File: src/rtl/riscv_alu_issue.sv
// riscv_alu_issue: single-issue sequencing stage for the ADD/SUB/ADDI subset.
// Accepts one instruction, reads rs1/rs2 from the register file, drives a
// registered 1-cycle ALU, then offers the result through a valid/ready
// writeback port. Any other encoding is dropped with a one-cycle o_Illegal.
//
// Ports:
//   i_CLK, i_RST                 clock, synchronous active-high reset
//   i_Instr, i_Instr_Valid       instruction input
//   o_Instr_Ready                high only while idle
//   o_RS1_Addr, o_RS2_Addr       register-file read addresses
//   i_RS1_Data, i_RS2_Data       combinational register-file read data
//   o_ALU_OP1, o_ALU_OP2         ALU operands
//   o_ALU_Control                ALU op (0=ADD, 1=SUB, all ones = idle)
//   i_ALU_Result                 registered ALU result
//   o_WB_Valid, i_WB_Ready       writeback handshake
//   o_WB_Rd, o_WB_Data           writeback destination and value
//   o_Illegal                    pulse when an instruction is dropped
module riscv_alu_issue #(
  parameter int unsigned BUS_WIDTH  = 32,
  parameter int unsigned CTRL_WIDTH = 4
) (
  input  logic                  i_CLK,
  input  logic                  i_RST,
  input  logic [31:0]           i_Instr,
  input  logic                  i_Instr_Valid,
  output logic                  o_Instr_Ready,
  output logic [4:0]            o_RS1_Addr,
  output logic [4:0]            o_RS2_Addr,
  input  logic [BUS_WIDTH-1:0]  i_RS1_Data,
  input  logic [BUS_WIDTH-1:0]  i_RS2_Data,
  output logic [BUS_WIDTH-1:0]  o_ALU_OP1,
  output logic [BUS_WIDTH-1:0]  o_ALU_OP2,
  output logic [CTRL_WIDTH-1:0] o_ALU_Control,
  input  logic [BUS_WIDTH-1:0]  i_ALU_Result,
  output logic                  o_WB_Valid,
  input  logic                  i_WB_Ready,
  output logic [4:0]            o_WB_Rd,
  output logic [BUS_WIDTH-1:0]  o_WB_Data,
  output logic                  o_Illegal
);

  localparam int unsigned INSTR_W = 32;
  localparam int unsigned REG_AW  = 5;
  localparam int unsigned IMM_W   = 12;

  localparam logic [6:0] OPC_OP     = 7'b0110011;
  localparam logic [6:0] OPC_OP_IMM = 7'b0010011;
  localparam logic [6:0] F7_ADD     = 7'b0000000;
  localparam logic [6:0] F7_SUB     = 7'b0100000;
  localparam logic [2:0] F3_ADD     = 3'b000;

  localparam logic [CTRL_WIDTH-1:0] CTRL_ADD  = CTRL_WIDTH'(0);
  localparam logic [CTRL_WIDTH-1:0] CTRL_SUB  = CTRL_WIDTH'(1);
  localparam logic [CTRL_WIDTH-1:0] CTRL_IDLE = '1;

  typedef enum logic [2:0] {
    S_IDLE,
    S_DECODE,
    S_EXEC,
    S_WAIT,
    S_WB
  } state_e;

  state_e                  state_q, state_d;
  logic [INSTR_W-1:0]      instr_q, instr_d;
  logic [BUS_WIDTH-1:0]    op1_q, op1_d;
  logic [BUS_WIDTH-1:0]    op2_q, op2_d;
  logic [CTRL_WIDTH-1:0]   ctrl_q, ctrl_d;
  logic [REG_AW-1:0]       rd_q, rd_d;
  logic [BUS_WIDTH-1:0]    wb_data_q, wb_data_d;
  logic                    wb_valid_q, wb_valid_d;
  logic                    illegal_q, illegal_d;

  // Instruction fields of the captured word
  logic [6:0]           opcode;
  logic [2:0]           funct3;
  logic [6:0]           funct7;
  logic [BUS_WIDTH-1:0] imm_sext;

  assign opcode   = instr_q[6:0];
  assign funct3   = instr_q[14:12];
  assign funct7   = instr_q[31:25];
  assign imm_sext = {{(BUS_WIDTH-IMM_W){instr_q[31]}}, instr_q[31:20]};

  // State and datapath registers
  always_ff @(posedge i_CLK) begin
    if (i_RST) begin
      state_q    <= S_IDLE;
      instr_q    <= '0;
      op1_q      <= '0;
      op2_q      <= '0;
      ctrl_q     <= CTRL_IDLE;
      rd_q       <= '0;
      wb_data_q  <= '0;
      wb_valid_q <= 1'b0;
      illegal_q  <= 1'b0;
    end else begin
      state_q    <= state_d;
      instr_q    <= instr_d;
      op1_q      <= op1_d;
      op2_q      <= op2_d;
      ctrl_q     <= ctrl_d;
      rd_q       <= rd_d;
      wb_data_q  <= wb_data_d;
      wb_valid_q <= wb_valid_d;
      illegal_q  <= illegal_d;
    end
  end

  // Next-state and datapath control
  always_comb begin
    state_d    = state_q;
    instr_d    = instr_q;
    op1_d      = op1_q;
    op2_d      = op2_q;
    ctrl_d     = ctrl_q;
    rd_d       = rd_q;
    wb_data_d  = wb_data_q;
    wb_valid_d = wb_valid_q;
    illegal_d  = 1'b0;

    unique case (state_q)
      S_IDLE: begin
        if (i_Instr_Valid) begin
          instr_d = i_Instr;
          state_d = S_DECODE;
        end
      end
      S_DECODE: begin
        // Register-file read addresses come from instr_q, so the read data
        // is already valid in this cycle.
        if (opcode == OPC_OP && funct3 == F3_ADD && funct7 == F7_ADD) begin
          ctrl_d  = CTRL_ADD;
          op1_d   = i_RS1_Data;
          op2_d   = i_RS2_Data;
          rd_d    = instr_q[11:7];
          state_d = S_EXEC;
        end else if (opcode == OPC_OP && funct3 == F3_ADD && funct7 == F7_SUB) begin
          ctrl_d  = CTRL_SUB;
          op1_d   = i_RS1_Data;
          op2_d   = i_RS2_Data;
          rd_d    = instr_q[11:7];
          state_d = S_EXEC;
        end else if (opcode == OPC_OP_IMM && funct3 == F3_ADD) begin
          ctrl_d  = CTRL_ADD;
          op1_d   = i_RS1_Data;
          op2_d   = imm_sext;
          rd_d    = instr_q[11:7];
          state_d = S_EXEC;
        end else begin
          illegal_d = 1'b1;
          state_d   = S_IDLE;
        end
      end
      S_EXEC: begin
        state_d = S_WAIT;
      end
      S_WAIT: begin
        // x0 is hard-wired to zero, so never write back a nonzero value to it
        wb_data_d  = (rd_q == REG_AW'(0)) ? '0 : i_ALU_Result;
        ctrl_d     = CTRL_IDLE;
        wb_valid_d = 1'b1;
        state_d    = S_WB;
      end
      S_WB: begin
        if (i_WB_Ready) begin
          wb_valid_d = 1'b0;
          state_d    = S_IDLE;
        end
      end
      default: begin
        state_d = S_IDLE;
      end
    endcase
  end

  assign o_Instr_Ready = (state_q == S_IDLE) && !i_RST;
  assign o_RS1_Addr    = instr_q[19:15];
  assign o_RS2_Addr    = instr_q[24:20];
  assign o_ALU_OP1     = op1_q;
  assign o_ALU_OP2     = op2_q;
  assign o_ALU_Control = ctrl_q;
  assign o_WB_Valid    = wb_valid_q;
  assign o_WB_Rd       = rd_q;
  assign o_WB_Data     = wb_data_q;
  assign o_Illegal     = illegal_q;

endmodule

File: config.mk
export PLATFORM = sky130hd
export DESIGN_NAME = riscv_alu_issue
export DESIGN_NICKNAME = d
export VERILOG_FILES = /design/src/rtl/riscv_alu_issue.sv
export SDC_FILE = /design/constraint.sdc
export NUM_CORES = 1
export LEC_CHECK = 0
export BUFFER_PORTS_ARGS = -buffer_cell sky130_fd_sc_hd__buf_2
export CAP_MARGIN = 15
export CORE_AREA = 2 2 108 110
export CTS_BUF_LIST = sky130_fd_sc_hd__clkbuf_8
export CTS_CLUSTER_SIZE = 16
export DETAILED_ROUTE_END_ITERATION = 10
export DIE_AREA = 0 0 110 112
export PLACE_DENSITY = 0.82
export SLEW_MARGIN = 0
export SYNTH_ARGS = -nofsm -noshare
export SYNTH_HDL_FRONTEND = slang
export SYNTH_SLANG_ARGS = --single-unit
File: constraint.sdc
create_clock -name i_CLK -period 3.43 [get_ports i_CLK]
set_clock_uncertainty 0.15 [all_clocks]
set_input_delay 0.1715 -clock i_CLK [delete_from_list [all_inputs] [get_ports i_CLK]]
set_output_delay 0.1715 -clock i_CLK [all_outputs]
set_load 0.1 [all_outputs]
==> metrics.yaml <==
timing:
  period_needed_ns: 2.83
  tightestPinTransition_ns: 1.00
  report.final.slew_viol_count: 0
  totalNegativeSetupSlack_ns: 0
  min_period_over_period_pct: 82.6
  clock.fmax_mhz: 353
  grt_setup_unrepaired: "no"
  worst_slack_ns: 0.598
  timing.max_slew.rel_slack_pct: 33.1
  final.hold.worst_slack_ns: 0.158
  report.final.setup_viol: 0
  final_hold_viol_count: 0
synth:
  cell_type_with_the_largest_total_area_after_synthesis: "dfxtp_1"
  syn_nets: 692
  yosysUniqueCellTypes: 39
  synth_top_cells_by_area: "dfxtp_1 (54%), a21oi_1 (8.2%), a22o_1 (5.4%)"
  synth_area_um2: 5210
  synthesis.yosys.warnings: 0
  ys_seq_area_share_pct: 53.8
  synth_top_area_share_pct: 53.8
  yosys_register_bits: 140
  instance_count_of_the_mapped_netlist: 560
  post_synth.cell_area_avg_um2: 9.30
power_and_ir_drop:
  internal_power_mw: 2.56
  share_comb_of_total_power_pct: 11.9
  power.switching_fraction_pct: 25.4
  power_density_nw_per_um2: 420
  pwr-share-clk_pct: 39.5
  static-leakage-power_nw: 3.65
  power.sequential.fraction_pct: 48.6
  power.net_switching_uw: 874
  totalPowerFinal_mw: 3.43
  ir_drop_mv: 0.237
detailed_routing:
  drt_first_iter_violations: 404
  remaining_drc_errors: 0
  via_count: 5701
  drt-pass1-iter-count: 5
  wl_per_cell_um: 16.4
  antenna_violating_nets_post_route: 0
  viasPerCell: 5.36
  detail_route.wirelength_mm: 17.4
final_layout:
  fillCellCount: 767
  syn2layout_area_growth_pct: 56.9
  fin_area_um2: 8170
  antenna_cells_inserted: 0
  layout.cells.most_common: "buf_2"
  mostFrequentLayoutCells: "buf_2 (249), dfxtp_1 (140), dlygate4sd3_1 (130)"
  register_area_um2: 2800
  finish.net_count: 1039
  share_of_the_core_filled_with_cells_pct: 73.1
  multi_input_area_um2: 2100
  finalNonFillerCells: 1063
  post_route_cells_drive_above_1_share_pct: 34.3
clocking:
  worstSkewPairLatency_ns: 0.43
  h-tree-depth: 4
  tritoncts: "built"
  clk_transition_reported_paths_ns: 0.08
  clock_sinks: 140
  numCtsBuffers: 17
  max-clock-path-buffers: 2
  clockRootBuffer: "clkbuf_8"
  post-cts-setup-buffer-count: 0
setup_path:
  worst_r2r_path_depth: 4
  critPathLaunchType: "register"
  critical_path.max_fanout: 27
  required_time_worst_endpoint_ns: 3.60
  regToRegStartpoint: "state_q[0]"
  r2r_slack_ns: 0.60
  cp_data_arrival_time_ns: 3.00
  setup.worst_path.start: "state_q[0]"
  setup.worst_path.end_class: "register"
  worst_setup_path_endpoint: "o_ALU_OP2[3]"
  capture_point_of_the_worst_reg_to_reg_path: "o_ALU_OP2[3]"
  criticalPathCategory: "reg2reg"
placement:
  dp_slack_ns: 0.658
  place_inst: 901
  placedInstanceArea_um2: 6460
  gp_congestion: 0.846
  io_buffers: 249
  dp.final_hpwl_mm: 10.4
global_route:
  grt_use_total_pct: 28.3
  pin_count_of_the_biggest_net_entering_global_routing: 44
  number_of_global_route_vias_before_repair: 5701
  antenna_found_initial: 0
  grt-ovfl-total: 0
  grt_first_pass_wirelength_mm: 27.3
floorplan:
  core.rowCount: 39
  die_w_um: 110
  top_level_ports: 250
  starting_density_of_the_core_pct: 46.6
  chipHeight_um: 112
  core-area_um2: 11200
  die_area_um2: 12300
min_path:
  min_path_type: "in2reg"
  hold_depth: 2
run_status:
  status: "finished, final reports clean"
flow_run:
  drv_cap: 0
==> layer usage <==
layer | vias up | global-route usage (%) | wire (um)
li1 | 2711 | - | -
met1 | 2646 | 33.1 | 6810
met2 | 287 | 48.1 | 8780
met3 | 57 | 7.20 | 1190
met4 | 0 | 12.6 | 617
met5 | - | 0 | 0
==> worst min path at each step <==
stage / slack (ns) / end / startpoint
after CTS: 0.13 / o_ALU_OP1[7] / i_RST
final: 0.16 / o_ALU_OP1[15] / i_RST
after global placement: 0.23 / o_WB_Data[7] / i_ALU_Result[7]
after global routing: 0.14 / o_ALU_OP1[15] / i_RST
after floorplan: 0.15 / o_WB_Data[0] / i_ALU_Result[0]
after detailed placement: 0.23 / o_WB_Data[5] / i_ALU_Result[5]
==> state kept, by name, indices dropped and copies added, names as in the netlist, 2 cells and up <==
register	count
o_WB_Rd	5
instr_q	32
o_ALU_OP1	32
o_ALU_Control	2
o_WB_Data	32
state_q	3
o_ALU_OP2	32
==> critical path, cell delays in order (launching register included) <==
cell     delay [ns]
dfxtp_1        0.52
or3b_4         0.45
or4_1          0.55
or2_1          0.62
o221a_2        0.41
==> Yosys cell counts, drive strengths merged <==
master    n
inv       8
clkbuf   45
nand2b    3
nand2    68
nor4b     1
nand3b    3
a21oi    85
nand4b    1
o31ai     4
or4       3
o221a    27
nor2     10
nand3    38
a31oi     1
or4b      3
a211oi    7
nor4      5
a21boi    1
or3       2
nor3      6
nor2b     2
o21ai    39
or3b      1
and3b     1
o32a      1
a22o     32
or2       2
buf      20
nor3b     1
dfxtp   140
==> power by group through the flow <==
| stage | combinational (mW) | sequential, mW | clock [mW] |
|---|---|---|---|
| CTS | 0.397 | 1.67 | 1.38 |
| global route | 0.436 | 1.67 | 1.46 |
| floorplan | 0.175 | 1.70 | 0 |
| detailed placement | 0.281 | 1.71 | 0 |
| global placement | 0.276 | 1.70 | 0 |
| finish | 0.408 | 1.67 | 1.36 |
==> cell type report <==
type,instances,share of cell area (%)
Clock buffer,17,2.86
Timing Repair Buffer,393,32.5
Inverter,8,0.368
Clock inverter,15,2.14
Tap cell,143,2.19
Sequential cell,140,34.3
Multi-Input combinational cell,347,25.7
==> cells by family (layout without fill, tap and decap cells) <==
group,after synthesis,after routing,share of synthesized area (%)
flip-flops,140,140,53.8
buffers and inverters,73,433,6.78
AO/OA/AOI/OAI,197,197,25.2
AND/OR/NAND/NOR,150,150,14.2
==> repair_timing <==
action | in CTS | in global routing
hold buffers | 130 | 0
hold endpoints to repair | 131 | 0
resized for setup | 0 | 0
Power figures use the tool's default switching activity.
